--- config.mk ---
export PLATFORM = sky130hd
export DESIGN_NAME = indication_output_queue
export DESIGN_NICKNAME = d
export VERILOG_FILES = /design/src/rtl/indq_pkg.sv /design/src/rtl/indq_fifo.sv /design/src/rtl/indication_output_queue.sv
export SDC_FILE = /design/constraint.sdc
export NUM_CORES = 1
export LEC_CHECK = 0
export ABC_AREA = 1
export CAP_MARGIN = 20
export CORE_MARGIN = 5
export CORE_UTILIZATION = 40
export DETAILED_ROUTE_END_ITERATION = 8
export MAX_ROUTING_LAYER = met4
export PLACE_DENSITY_LB_ADDON = 0.2
export SLEW_MARGIN = 25
export SYNTH_ARGS = -nofsm -noshare
export SYNTH_HDL_FRONTEND = slang
export SYNTH_HIERARCHICAL = 1
export SYNTH_SLANG_ARGS = --single-unit
export TNS_END_PERCENT = 100
--- constraint.sdc ---
create_clock -name CLK -period 15.4 [get_ports CLK]
set_clock_uncertainty 0.15 [all_clocks]
set_input_delay 3.85 -clock CLK [delete_from_list [all_inputs] [get_ports CLK]]
set_output_delay 3.85 -clock CLK [all_outputs]
set_load 0.01 [all_outputs]
--- src/rtl/indq_pkg.sv ---
// Shared constants, helpers and the default tagged-word layout for the
// indication output queue.
package indq_pkg;

    // Tags are method index + TAG_BASE so that tag 0 never appears on the pipe.
    localparam int TAG_BASE = 1;

    localparam int IND_ARG_W = 64;
    localparam int IND_TAG_W = 32;

    function automatic int clog2(input int v);
        int r;
        r = 0;
        for (int i = 0; i < 31; i++)
            if ((1 << i) < v) r = i + 1;
        return r;
    endfunction

    typedef struct packed {
        logic [IND_ARG_W-1:0] arg;
        logic [IND_TAG_W-1:0] tag;
    } indq_word_t;

endpackage

--- src/rtl/indq_fifo.sv ---
// Synchronous FIFO with separate occupancy counter; a push into a full FIFO
// is accepted only when a pop happens in the same cycle.
module indq_fifo
    import indq_pkg::*;
#(
    parameter int WIDTH = 96,
    parameter int DEPTH = 4
) (
    input  logic                        CLK,
    input  logic                        nRST,
    input  logic                        push,
    input  logic [WIDTH-1:0]            push_data,
    input  logic                        pop,
    output logic [WIDTH-1:0]            head,
    output logic [clog2(DEPTH+1)-1:0]   count,
    output logic                        full,
    output logic                        empty
);

    localparam int AW = clog2(DEPTH);
    localparam int CW = clog2(DEPTH + 1);

    logic [WIDTH-1:0] mem [DEPTH];
    logic [AW-1:0]    wr_ptr;
    logic [AW-1:0]    rd_ptr;
    logic             do_push;
    logic             do_pop;

    assign full    = (count == CW'(DEPTH));
    assign empty   = (count == '0);
    assign do_pop  = pop & ~empty;
    assign do_push = push & (~full | do_pop);

    // Empty FIFO presents zero rather than a stale entry.
    assign head = empty ? '0 : mem[rd_ptr];

    always_ff @(posedge CLK) begin
        if (!nRST) begin
            wr_ptr <= '0;
            rd_ptr <= '0;
            count  <= '0;
        end else begin
            if (do_push) wr_ptr <= wr_ptr + 1'b1;
            if (do_pop)  rd_ptr <= rd_ptr + 1'b1;
            case ({do_push, do_pop})
                2'b10:   count <= count + 1'b1;
                2'b01:   count <= count - 1'b1;
                default: count <= count;
            endcase
        end
    end

    always_ff @(posedge CLK) begin
        if (do_push) mem[wr_ptr] <= push_data;
    end

endmodule

--- src/rtl/indication_output_queue.sv ---
// Serializes NUM_METH indication methods into one tagged pipe: per-method
// staging registers, a round-robin arbiter, and a DEPTH-entry FIFO.
module indication_output_queue
    import indq_pkg::*;
#(
    parameter int NUM_METH  = 4,
    parameter int ARG_WIDTH = 64,
    parameter int DEPTH     = 4,
    parameter int TAG_WIDTH = 32
) (
    input  logic                            CLK,
    input  logic                            nRST,
    input  logic [NUM_METH-1:0]             ind_ena,
    input  logic [NUM_METH*ARG_WIDTH-1:0]   ind_arg,
    output logic [NUM_METH-1:0]             ind_rdy,
    output logic                            pipe_enq_ena,
    output logic [ARG_WIDTH+TAG_WIDTH-1:0]  pipe_enq_v,
    input  logic                            pipe_enq_rdy,
    output logic [clog2(DEPTH+1)-1:0]       count
);

    localparam int PW = (NUM_METH > 1) ? clog2(NUM_METH) : 1;
    localparam int WW = ARG_WIDTH + TAG_WIDTH;

    logic [NUM_METH-1:0]                stage_valid;
    logic [NUM_METH-1:0][ARG_WIDTH-1:0] stage_arg;
    logic [PW-1:0]                      rr_ptr;
    logic [PW-1:0]                      rr_next;
    logic [PW-1:0]                      gnt_idx;
    logic                               gnt_found;
    logic                               grant;
    logic                               pop;
    logic                               full;
    logic                               empty;
    logic [WW-1:0]                      push_word;
    int                                 idx;

    assign ind_rdy = ~stage_valid;

    // First staged method at or after rr_ptr, wrapping around.
    always_comb begin
        gnt_found = 1'b0;
        gnt_idx   = '0;
        idx       = 0;
        for (int k = 0; k < NUM_METH; k++) begin
            idx = int'(rr_ptr) + k;
            if (idx >= NUM_METH) idx = idx - NUM_METH;
            if (!gnt_found && stage_valid[idx]) begin
                gnt_found = 1'b1;
                gnt_idx   = PW'(idx);
            end
        end
    end

    assign pop       = pipe_enq_ena & pipe_enq_rdy;
    assign grant     = gnt_found & (~full | pop);
    assign push_word = {stage_arg[gnt_idx], TAG_WIDTH'(gnt_idx) + TAG_WIDTH'(TAG_BASE)};
    assign rr_next   = (int'(gnt_idx) == NUM_METH - 1) ? '0 : gnt_idx + 1'b1;

    always_ff @(posedge CLK) begin
        if (!nRST) rr_ptr <= '0;
        else if (grant) rr_ptr <= rr_next;
    end

    // A fresh accept wins over a grant clearing the same slot.
    always_ff @(posedge CLK) begin
        if (!nRST) begin
            stage_valid <= '0;
        end else begin
            for (int i = 0; i < NUM_METH; i++) begin
                if (ind_ena[i] && ind_rdy[i]) begin
                    stage_valid[i] <= 1'b1;
                    stage_arg[i]   <= ind_arg[i*ARG_WIDTH +: ARG_WIDTH];
                end else if (grant && int'(gnt_idx) == i) begin
                    stage_valid[i] <= 1'b0;
                end
            end
        end
    end

    indq_fifo #(
        .WIDTH (WW),
        .DEPTH (DEPTH)
    ) u_fifo (
        .CLK       (CLK),
        .nRST      (nRST),
        .push      (grant),
        .push_data (push_word),
        .pop       (pop),
        .head      (pipe_enq_v),
        .count     (count),
        .full      (full),
        .empty     (empty)
    );

    assign pipe_enq_ena = ~empty;

endmodule

==> results of run 1 <==
-- cells in the final DEF (no fill, tap or decap), types with 10 or more instances in the layout --
| cell type | instances |
|---|---|
| a21oi_1 | 102 |
| buf_4 | 21 |
| clkbuf_16 | 74 |
| clkdlybuf4s50_1 | 366 |
| clkinv_1 | 19 |
| clkinv_2 | 10 |
| conb_1 | 116 |
| dfxtp_1 | 13 |
| edfxtp_1 | 640 |
| inv_1 | 32 |
| nand2_1 | 641 |
| nand3_1 | 23 |
| nor2_1 | 395 |
| o21ai_0 | 175 |
| o21ai_1 | 22 |
-- state kept, by name, summed over array words and instances (netlist names), named ones only --
signal	cells
stage_valid	4
u_fifo/rd_ptr	2
u_fifo/mem	384
rr_ptr	2
u_fifo/count	3
u_fifo/wr_ptr	2
stage_arg	256
-- synthesized netlist by cell type --
master / number / share of area
o21bai_1: 1 / 0.00029
conb_1: 1 / 0.00014
buf_2: 28 / 0.0054
nor2_1: 399 / 0.057
buf_1: 8 / 0.0012
ha_1: 5 / 0.0024
nor2_2: 2 / 0.00048
nand2_2: 3 / 0.00072
buf_6: 15 / 0.0065
nor3_1: 1 / 0.00019
inv_2: 5 / 0.00072
fa_1: 1 / 0.00077
clkbuf_1: 34 / 0.0049
a21oi_1: 102 / 0.020
buf_4: 33 / 0.0095
o21ai_0: 175 / 0.034
nor2_4: 1 / 0.00043
nand3b_1: 1 / 0.00029
nand3_1: 24 / 0.0046
a21boi_0: 1 / 0.00029
inv_1: 36 / 0.0052
edfxtp_1: 640 / 0.74
dfxtp_1: 15 / 0.012
o21ai_1: 22 / 0.0042
nand2_1: 641 / 0.092
a31oi_1: 1 / 0.00024
-- final timing paths --
check	start	end	slack (ns)	depth (start not counted)
worst min register to register	stage_valid[1]	stage_valid[1]	0.34	2
worst min-delay path	stage_valid[1]	stage_valid[1]	0.34	2
worst max-delay path	register	pipe_enq_v[69]	8.04	6
worst max register to register	rr_ptr[0]	u_fifo/mem[0][40]	10.82	12
-- final cells by class --
type | count | area share
clock inverters | 46 | 0.0140
diodes | 7 | 0.000528
repair buffers | 389 | 0.117
inverters | 41 | 0.00502
clock buffers | 81 | 0.0566
well taps | 855 | 0.0323
flip-flops and latches | 655 | 0.589
multi-input cells | 1496 | 0.186
-- metrics by stage --
step,hold slack [ns],cell area [sq um]
CTS,0.337,33100
finish,0.340,33200
global placement,0.329,30700
detailed placement,0.329,30800
floorplan,0.306,26500
global route,0.375,33200
-- kinds of logic after synthesis --
group	Yosys count	synth area share
adder cells (fa/ha/maj)	6	0.00317
flip-flops	655	0.749
AO/OA/AOI/OAI	302	0.0582
buffers and inverters	159	0.0333
AND/OR/NAND/NOR	1072	0.156
other	1	0.000144
-- routing by layer --
layer	up-vias	global-route usage
li1	8307	-
met1	8109	0.268
met2	522	0.301
met3	95	0.0356
met4	0	0.0545
met5	-	-
-- power groups by stage --
stage	clock network, mW	logic, mW	registers (mW)
2_1_floorplan	0	2.14	3.19
3_5_place_dp	0	3.64	3.17
5_1_grt	1.82	4.01	3.18
3_3_place_gp	0	3.58	3.15
4_1_cts	1.74	3.66	3.13
6_report	1.71	3.61	3.13
-- worst max-delay path, stage by stage, from the launching register on --
cell and delay [ns]:
dfxtp_4 0.60, inv_4 0.28, buf_4 0.45, nor2_1 0.19
o21ai_0 0.10, a21oi_1 0.46, clkdlybuf4s50_1 0.64
==> results.yml, run 1 <==
outcome:
  outcome: "complete, no violations"
grt:
  track_usage: 0.195
  first_global_vias: 16707
  grt_max_degree: 193
  grt_pass1_wl_um: 102000
  antenna_found_initial: 6
  globalRouteOverflowTotal: 0
sta:
  tns_ns: 0
  finalHoldViolations: 0
  setup_viol: 0
  drv_slew: 0
  fmax_ghz: 0.136
  tightest_slew_ns: 1.04
  max_slew_margin: 0.304
  fin_crit_sh: 0.478
  setup_ws_ns: 8.04
  fin_crit_ns: 7.36
  rsz0062_at_grt: "false"
drt:
  viasPerCell: 4.77
  drt.antenna.violating_nets: 0
  met1_length_um: 30300
  dr_wl_met3_um: 3900
  initialDrtViolationCount: 1363
  first_pass_iters: 5
  avgRoutedWirePerCell_um: 19.2
  drt-total-wl_um: 68500
  met2RoutedLength_um: 32700
  via_count: 17033
  drc: 0
  top_layer: "met4"
setup_path:
  worst_ep_arrival_time_ns: 3.36
  cp-start-kind: "register"
  path_max_fanout: 57
  crit_path_end_kind: "output port"
  crit_required_ns: 11.40
  criticalPathCategory: "reg -> out"
synthesis:
  ys_types: 26
  ys_warn_count: 6
  synthesis.instances: 2195
  syn_area_sq_mm: 0.0261
  ys_ff_latch: 655
  synth.avg_cell_area_sq_um: 11.9
  yosysSeqAreaShare: 0.749
clock_tree:
  path_clk_slew_ns: 0.06
  clkLatencyLatePin_ns: 0.61
  clock_path_buffers: 3
  tritoncts: "built"
  clock-sinks: 655
  cts_inserted_buffers: 71
  post_cts_buffers: 0
  cts-htree-levels: 3
  cts_hold_buf: 0
  cts_resized: 0
  cts-root-buf: "clkbuf_16"
floorplanning:
  placementRows: 93
  die-area_sq_mm: 0.0704
  io-pin-count: 367
  die_height_um: 265
  initial_utilization: 0.404
  core-area_sq_mm: 0.0645
  die_w_um: 265
finish:
  multi_input_area_sq_mm: 0.00616
  final_nets: 2923
  area_growth_pct: 27.2
  seqCellArea_sq_mm: 0.0195
  fin_util: 0.514
  fin_cells: 3570
  fillers: 5610
  layout-drive-gt1-share: 0.0539
pwr:
  p_leak_nw: 12.5
  power.internal_mw: 5.04
  p_clk_frac: 0.202
  netSwitchingFraction: 0.403
  power_mw: 8.44
  p_seq_frac: 0.371
  powerDensity_mw_per_mm2: 255
  p_sw_mw: 3.40
  combPwrFrac: 0.427
  ir_worst_vdd_mv: 0.279
placement:
  gp_congestion: 0.828
  place_ws_ns: 7.58
  dp.cells: 3435
  place.port_buffers: 366
  hpwlAfterDp_um: 43800
worst_hold_path:
  hold_path_class: "reg -> reg"
flow_run:
  drv_cap: 0
No activity file was read; power rests on OpenSTA's default activity.
==> run 2: changes to the inputs <==
- clock period: 15.4 -> 7.5 ns (I/O delays scaled with it)
==> run 2 against run 1 <==
Against the previous run:
- via count down 0.53%
- total power increased by 110%
- sequential share of layout area about the same
- critical path depth stayed put
- final area about the same
- register-to-register slack got worse by 7.3 ns
- critical endpoint is now pipe_enq_v[64]
- largest cell class unchanged
==> results.yml, run 2 (synthesized netlist as in run 1, its figures left out) <==
clock_tree:
  cts_inserted_buffers: 70
  cts-htree-levels: 3
  tritoncts: "built"
  post_cts_buffers: 0
  clkLatencyLatePin_ns: 0.60
  clock-sinks: 655
  path_clk_slew_ns: 0.06
  cts_hold_buf: 0
  cts_resized: 0
  clock_path_buffers: 3
  cts-root-buf: "clkbuf_16"
floorplanning:
  initial_utilization: 0.404
  placementRows: 93
  io-pin-count: 367
  core-area_sq_mm: 0.0645
  die-area_sq_mm: 0.0704
  die_w_um: 265
  die_height_um: 265
pwr:
  p_leak_nw: 12.5
  p_seq_frac: 0.370
  p_clk_frac: 0.200
  ir_worst_vdd_mv: 0.514
  powerDensity_mw_per_mm2: 523
  power.internal_mw: 10.4
  netSwitchingFraction: 0.402
  p_sw_mw: 6.97
  combPwrFrac: 0.430
setup_path:
  r2r_cells: 11
  ff2ff_setup_slack_ns: 3.48
  worst_ep_arrival_time_ns: 3.50
  criticalPathCategory: "reg -> out"
  path_max_fanout: 65
  crit_required_ns: 5.48
  cp-start-kind: "register"
  crit_path_end_kind: "output port"
  r2r_end: "u_fifo/mem[2][85]"
  r2r_start: "rr_ptr[0]"
finish:
  final_cell_mix: "641 x nand2_1, 640 x edfxtp_1, 395 x nor2_1"
  layout-drive-gt1-share: 0.0528
  final_nets: 2922
  largest_reg_flops: 384
  regMostFlops: "u_fifo/mem"
  final_common_cell: "nand2_1"
  fin_cells: 3568
  largest_registers: "u_fifo/mem (384), stage_arg (256), stage_valid (4)"
  area_growth_pct: 27.2
sta:
  tns_ns: 0
  drv_slew: 0
  fin_crit_sh: 0.736
  max_slew_margin: 0.275
  rsz0062_at_grt: "false"
  setup_viol: 0
  fin_crit_ns: 5.52
  tightest_slew_ns: 1.09
  finalHoldViolations: 0
  fmax_ghz: 0.181
grt:
  antenna_found_initial: 4
  track_usage: 0.195
  first_global_vias: 16732
  globalRouteOverflowTotal: 0
  grt_max_degree: 193
  grt_pass1_wl_um: 102000
worst_hold_path:
  holdPathEnd: "stage_valid[1]"
  min_path_cells: 2
  min_from: "stage_valid[1]"
  hold_path_class: "reg -> reg"
placement:
  place.port_buffers: 366
  gp_congestion: 0.859
  hpwlAfterDp_um: 44500
  dp.cells: 3435
drt:
  drt.antenna.violating_nets: 0
  first_pass_iters: 6
  viasPerCell: 4.75
  drc: 0
  via_count: 16943
  drt-total-wl_um: 68300
  initialDrtViolationCount: 1453
  avgRoutedWirePerCell_um: 19.1
outcome:
  outcome: "complete, no violations"
flow_run:
  drv_cap: 0
run 2: metrics by stage:
step / total power [mW] / utilization / area (sq um) / worst slack [ns] / hold slack, ns
after floorplan: 10.9 / - / 26500 / 0.321 / 0.306
after global placement: 13.8 / 0.478 / 30800 / 2.28 / 0.340
after detailed placement: 14.0 / 0.478 / 30800 / 2.17 / 0.339
after CTS: 17.5 / 0.514 / 33100 / 2.02 / 0.347
after global routing: 18.5 / 0.514 / 33100 / 1.78 / 0.372
final: 17.3 / 0.514 / 33200 / 1.98 / 0.352
run 2: final cells by class:
class | count | area (sq um)
Clock buffer | 88 | 1910
Tap cell | 855 | 1070
Antenna cell | 6 | 15.0
Multi-Input combinational cell | 1496 | 6160
Timing Repair Buffer | 389 | 3900
Fill cell | 5588 | 31300
Sequential cell | 655 | 19500
Inverter | 41 | 164
Clock inverter | 38 | 398
run 2: worst max-delay path by stage:
| stage | slack, ns | to |
|---|---|---|
| floorplan | 0.32 | u_fifo/mem[0][0] |
| global placement | 2.28 | u_fifo/mem[1][65] |
| detailed placement | 2.17 | u_fifo/mem[1][83] |
| CTS | 2.02 | pipe_enq_v[64] |
| global route | 1.78 | pipe_enq_v[64] |
| finish | 1.98 | pipe_enq_v[64] |
run 2: layer usage:
metal  share of wire  GRT usage  vias up
met5               0          -        -
met4           0.020     0.0519        0
met2            0.48      0.307      492
met3           0.058     0.0351       91
li1                -          -     8295
met1            0.44      0.264     8065
run 2: critical path, cell delays in order, from the launching register on:
cell and delay, ns:
dfxtp_4 0.69, inv_4 0.42, buf_4 0.41, nor2_1 0.14, o21ai_1 0.07, a21oi_1 0.42
clkdlybuf4s50_1 0.63
run 2: power groups by stage:
stage,registers [mW],logic [mW],clock network [mW]
2_1_floorplan,6.55,4.38,0
3_3_place_gp,6.45,7.38,0
3_5_place_dp,6.49,7.50,0
4_1_cts,6.41,7.53,3.55
5_1_grt,6.50,8.26,3.69
6_report,6.41,7.45,3.46
==> run 3: changes to the inputs <==
- clock period: 7.5 -> 4.67 ns (I/O delays scaled with it)
==> run 3 against run 2 <==
Against the previous run:
- sequential share of layout area fell by 0.49 points
- wire length up 1.4%
- clock power is 54% higher
- largest cell class unchanged
- worst setup slack worse by 1.5 ns
- clock-buffer cell count up 2
- register-to-register slack worse by 2.3 ns
- total power increased by 62%
- hold slack worse by 0.0046 ns
==> results.yml, run 3 (synthesized netlist as in run 1, its figures left out) <==
outcome:
  outcome: "complete, no violations"
setup_path:
  r2r_cells: 11
  crit_path_end_kind: "output port"
  path_max_fanout: 68
  ff2ff_setup_slack_ns: 1.18
  r2r_start: "rr_ptr[0]"
  crit_required_ns: 3.35
  cp_top_family: "buffers and inverters"
  cp-start-kind: "register"
  worst_ep_arrival_time_ns: 2.86
  cp_slowest_cell: "clkdlybuf4s50_1"
  slowest_delay_ns: 0.63
  r2r_end: "u_fifo/mem[2][5]"
  worstPathCellList: "inv_6 > buf_12 > o21ai_0 > a21oi_1 > clkdlybuf4s50_1"
  critPathBufInv: 3
  criticalPathCategory: "reg -> out"
worst_hold_path:
  min_from: "u_fifo/rd_ptr[1]"
  hold_path_class: "reg -> reg"
  min_path_cells: 2
clock_tree:
  path_clk_slew_ns: 0.06
  clock-sinks: 655
  cts_hold_buf: 0
  cts_inserted_buffers: 70
  post_cts_buffers: 0
  cts_resized: 0
  cts-root-buf: "clkbuf_16"
  tritoncts: "built"
  clock_path_buffers: 3
  clkLatencyLatePin_ns: 0.60
  cts-htree-levels: 3
grt:
  use_met2: 0.306
  grt_max_degree: 132
  grt.met1_usage: 0.268
  busiest_layer: "met2"
  first_global_vias: 17012
  antenna_found_initial: 10
  grt_pass1_wl_um: 103000
  met3_usage: 0.0305
  track_usage: 0.197
  globalRouteOverflowTotal: 0
drt:
  drt-total-wl_um: 69300
  via_count: 17267
  drc: 0
  drt.antenna.violating_nets: 0
  avgRoutedWirePerCell_um: 19.3
  viasPerCell: 4.81
  initialDrtViolationCount: 1293
  first_pass_iters: 7
placement:
  place.port_buffers: 366
  place_ws_ns: 0.666
  hpwlAfterDp_um: 46000
  gp_congestion: 0.851
floorplanning:
  die-area_sq_mm: 0.0704
  placementRows: 93
  io-pin-count: 367
  core-area_sq_mm: 0.0645
  die_w_um: 265
  die_height_um: 265
  initial_utilization: 0.404
sta:
  fmax_ghz: 0.240
  setup_viol: 0
  rsz0062_at_grt: "false"
  tightest_slew_ns: 0.881
  drv_slew: 0
  finalHoldViolations: 0
  fin_crit_sh: 0.894
  max_slew_margin: 0.413
  fin_crit_ns: 4.17
  setup_ws_ns: 0.496
finish:
  layout-drive-gt1-share: 0.0587
  final_cell_mix: "641 x nand2_1, 640 x edfxtp_1, 395 x nor2_1"
  regMostFlops: "u_fifo/mem"
  final_nets: 2940
  largest_reg_flops: 384
  area_growth_pct: 28.2
  largest_registers: "u_fifo/mem (384), stage_arg (256), stage_valid (4)"
  final_common_cell: "nand2_1"
flow_run:
  drv_cap: 0
pwr:
  ir_worst_vdd_mv: 0.558
  power_mw: 28.0
  powerDensity_mw_per_mm2: 838
  p_leak_nw: 12.6
run 3: cell count changes in the layout (fill, tap and decap cells not counted), sizes merged:
| cell | delta |
|---|---|
| clkinv | +1 |
| clkbuf | +2 |
| inv | +2 |
| bufinv | -4 |
| diode | +4 |
| buf | +18 |
| clkinvlp | +1 |
run 3: where the power goes:
| group | internal [mW] | leakage, nW | switching, mW |
|---|---|---|---|
| sequential | 9.86 | 6.08 | 0.412 |
| clock | 3.13 | 1.08 | 2.20 |
| combinational | 3.77 | 5.44 | 8.65 |
| total | 16.8 | 12.6 | 11.3 |
run 3: final cells by class:
class / instances / area [sq um]
diodes: 10 / 25.0
well taps: 855 / 1070
clock buffers: 90 / 1910
flip-flops and latches: 655 / 19500
inverters: 41 / 166
clock inverters: 38 / 308
fillers: 5603 / 31000
repair buffers: 407 / 4260
multi-input cells: 1496 / 6160
run 3: layer usage:
layer  up-vias  part of all wire
met5         -                 0
met4         0             0.027
met3       107             0.057
met2       548              0.48
met1      8270              0.44
li1       8342                 -
run 3: worst max path at each step:
stage / cells past startpoint / start / endpoint
3_3_place_gp: 8 / pipe_enq_rdy / u_fifo/mem[2][6]
6_report: 5 / register / pipe_enq_v[94]
5_1_grt: 5 / register / pipe_enq_v[94]
2_1_floorplan: 6 / pipe_enq_rdy / u_fifo/mem[0][0]
3_5_place_dp: 8 / pipe_enq_rdy / u_fifo/mem[2][14]
4_1_cts: 5 / register / pipe_enq_v[94]
run 3: worst reg2reg max path, delay by kind of cell, from the launching register on:
family / cells / cell delay [ns]
AND/OR/NAND/NOR: 7 / 1.64
buffers and inverters: 4 / 0.86
flip-flops: 1 / 0.52
run 3: stage by stage:
stage,TNS (ns),std cells,instance area [sq um],hold WS [ns],util
after floorplan,-89.20,2310,26500,0.306,-
after global placement,0,3454,31200,0.323,0.484
after detailed placement,0,3454,31200,0.335,0.484
after CTS,0,3582,33400,0.345,0.518
after global routing,0,3592,33400,0.377,0.519
final,0,3592,33400,0.347,0.519
